**src/rtl/rstn_release_seq.sv**
```systemverilog
// rstn_release_seq
// Generates staged active-low resets for banks of async-clear flops.
// R clears every output at once, with no clock involved. Once R falls, the
// deassertion is synchronised to CLK. RN[0] is then held low for HOLD_CYCLES
// edges. After that, the remaining domains are released one at a time in
// ascending order, STAGE_GAP edges apart.
// SWRST replays the hold and release part of the sequence without passing
// through the synchroniser again.
module rstn_release_seq #(
  parameter int SYNC_STAGES = 2,
  parameter int HOLD_CYCLES = 16,
  parameter int NDOM        = 4,
  parameter int STAGE_GAP   = 4
) (
  input  logic            CLK,
  input  logic            R,
  input  logic            SWRST,
  output logic [NDOM-1:0] RN,
  output logic            READY,
  output logic            SOFT_CAUSE
);

  localparam int MAX_CNT = (HOLD_CYCLES > STAGE_GAP) ? HOLD_CYCLES : STAGE_GAP;
  localparam int CW      = $clog2(MAX_CNT + 1);
  localparam int IW      = $clog2(NDOM + 1);

  // The counter is cleared on entry to a state, so terminal values sit one below the interval.
  localparam logic [CW-1:0] HOLD_LAST = CW'(HOLD_CYCLES - 1);
  localparam logic [CW-1:0] GAP_LAST  = CW'(STAGE_GAP - 1);
  localparam logic [IW-1:0] IDX_LAST  = IW'(NDOM - 1);
  localparam logic [IW-1:0] IDX_FIRST = IW'(1);

  typedef enum logic [1:0] {SYNC, HOLD, RELEASE, RUN} state_t;

  state_t                 state;
  logic [SYNC_STAGES-1:0] sync;
  logic [CW-1:0]          cnt;
  logic [IW-1:0]          idx;

  // Sequencer: async clear on R; otherwise sync -> hold -> staged release -> run, with SWRST restarting at hold
  always_ff @(posedge CLK or posedge R) begin
    if (R) begin
      state      <= SYNC;
      sync       <= '1;
      RN         <= '0;
      READY      <= 1'b0;
      SOFT_CAUSE <= 1'b0;
      cnt        <= '0;
      idx        <= '0;
    end else begin
      sync <= {sync[SYNC_STAGES-2:0], 1'b0};
      if (state != SYNC && SWRST) begin
        state      <= HOLD;
        RN         <= '0;
        READY      <= 1'b0;
        SOFT_CAUSE <= 1'b1;
        cnt        <= '0;
        idx        <= '0;
      end else begin
        case (state)
          SYNC: begin
            if (!sync[SYNC_STAGES-2] && sync[SYNC_STAGES-1]) begin
              state <= HOLD;
              cnt   <= '0;
            end
          end
          HOLD: begin
            if (cnt == HOLD_LAST) begin
              RN  <= NDOM'(1);
              cnt <= '0;
              if (NDOM == 1) begin
                READY <= 1'b1;
                state <= RUN;
                idx   <= '0;
              end else begin
                state <= RELEASE;
                idx   <= IDX_FIRST;
              end
            end else begin
              cnt <= cnt + 1'b1;
            end
          end
          RELEASE: begin
            if (cnt == GAP_LAST) begin
              RN  <= RN | (NDOM'(1) << idx);
              cnt <= '0;
              if (idx == IDX_LAST) begin
                READY <= 1'b1;
                state <= RUN;
              end else begin
                idx <= idx + 1'b1;
              end
            end else begin
              cnt <= cnt + 1'b1;
            end
          end
          default: begin
            state <= RUN;
          end
        endcase
      end
    end
  end

endmodule

```
**config.mk**
```make
export PLATFORM = sky130hd
export DESIGN_NAME = rstn_release_seq
export DESIGN_NICKNAME = d
export VERILOG_FILES = /design/src/rtl/rstn_release_seq.sv
export SDC_FILE = /design/constraint.sdc
export NUM_CORES = 1
export LEC_CHECK = 0
export ABC_AREA = 1
export CAP_MARGIN = 25
export CORE_MARGIN = 5
export CORE_UTILIZATION = 55
export DETAILED_ROUTE_END_ITERATION = 12
export DONT_BUFFER_PORTS = 1
export PLACE_DENSITY = 0.68
export SYNTH_ARGS = -nofsm -noshare
export SYNTH_HDL_FRONTEND = slang
export SYNTH_SLANG_ARGS = --single-unit
```
**constraint.sdc**
```tcl
create_clock -name CLK -period 3.03 [get_ports CLK]
set_clock_uncertainty 0.1 [all_clocks]
set_input_delay 0.1515 -clock CLK [delete_from_list [all_inputs] [get_ports CLK]]
set_output_delay 0.1515 -clock CLK [all_outputs]
set_load 0.01 [all_outputs]
```
==> metrics.txt <==
# IOs 9; die height 55.78 um; commonest non-fill, non-tap cell in the layout nand2_1; Reg2Reg Depth 10; clk buf depth 2; fin crit period about 1.8 ns; Layout Nets 173; dpl hpwl 1723 um; die width 55.78 um; Distinct cells, synth 22; maximum vdd drop a little under 500 uV; LEAKAGE ~0.00066 uW; maximum fanout along the worst path 9; Residual DRC 0; WS Path Type reg2reg; synthesized cell area between 0.001 and 0.0015 mm2; Reg2Reg Setup Slack 1.28 ns; first-pass GRT wire length roughly 4100 um; sequential area share after synthesis 0.3931; Vias per Instance about 5.2; worst flop-to-flop path endpoint idx[1]; area grow syn2layout 5.972%; hold path startpoint SWRST; Num CTS Buffers 3; clock slew at reported path FFs roughly 0.12 ns; crit path from cnt[0]; Critical Path RT 3.12 ns; Die Footprint about 0.0031 mm2; dpl cells approximately 180; power per cell area about 900 mW/mm2; CTS sink cnt 18; CP Capture Type register; total gr overflow 0; crit start category register; Final ANT Viol Nets 0; non-filler cells, final between 150 and 200; fill count about 180; via count 963; Ant. Diodes 0; slowest CP cell dfrtp_1; worst r2r src cnt[0]; Max Clk Rate 0.5701 GHz; worst-path cell chain ha_1 -> nand2_1 -> nor2_1 -> ha_1 -> inv_1 -> nand2_1 -> nand2_2 -> nand2_2 -> nand3_1 -> nand2_1; Iteration-0 DRC Markers 23; most frequent cells in the layout nand2_1, inv_1, nand3_1; initial antenna violation count 0; vias in the first global route 927; clock latency at the later pin of the worst-skew pair 0.30 ns; Root Buffer clkbuf_4; initial cell density of the core 0.5814; Mapped Nets around 170; fin. max-slew vios 0; DR pass1 iterations 4; Worst Path Arrival about 1.9 ns; Mapped Cells about 150; Yosys warnings 0; H-tree depth 1; part of the cycle the worst path needs 0.5789; Wirelength per Cell approximately 12 um; CTS tree yes; count of final hold-check violations 0; Worst-Margin Slew between 0.6 and 0.7 ns; Setup crit end idx[1]; DRT Wirelength ~2200 um; final setup vio count 0; GP Congestion between 0.8 and 0.9; row count 16; Core ar. 0.001982 mm2; max cap viols 0; largest net degree at the start of global routing 19; setup tns final 0 ns; all-layer global routing usage 0.1657; hold crit path type in2reg; CP dominant cell by count nand2_1; Mean Syn Cell Area roughly 7.5 um2; Port Buffer Count 0; Yosys reg bits 18; share of layout cells above drive strength 1 0.08917; crit-path max cell delay between 0.4 and 0.5 ns; worst rel slew slack 0.5545; outcome finished clean; RSZ-0062 raised after global routing no
synth_stat cells, drive strengths merged:
master  instances  area share
a22oi           1      0.0065
nor2            9       0.031
nand4           1      0.0054
ha             12        0.13
o21ai           4       0.017
inv            24       0.078
nor3            3       0.013
a21oi           6       0.026
dfstp           2       0.046
o21bai          1      0.0065
dfrtp          16        0.35
nand3          20       0.091
buf             1      0.0098
nand2          50        0.18
nand3b          1      0.0065
conb            1      0.0033
or2             1      0.0054
metal layers:
layer	vias to the layer above	share of wire	GRT usage	routed length [um]
li1	489	-	-	-
met1	454	0.48	0.2238	1070
met2	15	0.46	0.2652	1039
met3	5	0.044	0.02552	100
met4	0	0.017	0.06250	38
met5	-	0	0	0
worst min-delay path by stage:
stage | slack (ns) | cells after the start | to
finish | 0.06 | 4 | state[0]
global route | 0.10 | 3 | READY
CTS | 0.05 | 4 | state[0]
detailed placement | 0.1 | 1 | SOFT_CAUSE
global placement | 0.08 | 1 | SOFT_CAUSE
floorplan | -0.01 | 1 | READY
critical path, delay by kind of cell (launching register included):
family	cells	cell delay, ns
buffers and inverters	1	0.07
AND/OR/NAND/NOR	7	0.63
flip-flops	1	0.43
adder cells (fa/ha/maj)	2	0.42
registers in the layout, indices dropped and copies added (netlist names):
register / count
READY: 1
RN: 4
SOFT_CAUSE: 1
cnt: 5
idx: 3
state: 2
sync: 2
where the power goes:
part | total (uW) | switching [uW] | internal, uW
logic | 569 | 385 | 184
clock network | 153 | 79.5 | 73.3
registers | 353 | 59.3 | 293
total | 1070 | 524 | 550
stage by stage:
| step | util | worst slack, ns | area [um2] | hold WS (ns) | power [uW] |
|---|---|---|---|---|---|
| after floorplan | - | 1.511 | 1152 | -0.01139 | 804.0 |
| after global routing | 0.6162 | 1.112 | 1221 | 0.1025 | 1194 |
| after CTS | 0.6162 | 1.287 | 1221 | 0.05042 | 1079 |
| after global placement | 0.5928 | 1.353 | 1175 | 0.08239 | 911.6 |
| after detailed placement | 0.5928 | 1.314 | 1175 | 0.09624 | 922.8 |
| final | 0.6162 | 1.276 | 1221 | 0.05642 | 1074 |
cell families after synthesis:
family,share of synthesized area
buf+inv,0.08794
compound gates,0.05647
simple gates,0.3290
flops,0.3930
fa+ha+maj,0.1303
other cells,0.003254
cell type report:
| type | count | area, um2 | share of cell area |
|---|---|---|---|
| clock buffer | 4 | 36.28 | 0.02971 |
| inverter | 24 | 90.09 | 0.07377 |
| multi-input combinational | 110 | 598.1 | 0.4898 |
| sequential | 18 | 452.9 | 0.3709 |
| tap | 27 | 33.78 | 0.02766 |
| timing repair buffer | 1 | 10.01 | 0.008197 |
timing repair:
action / 4_1_cts / 5_1_grt
hold endpoints to repair: 16 / 0
hold buffers: 1 / 0
buffers inserted: 0 / 0
gates resized for setup: 0 / 0
No activity file was read; power rests on OpenSTA's default activity.
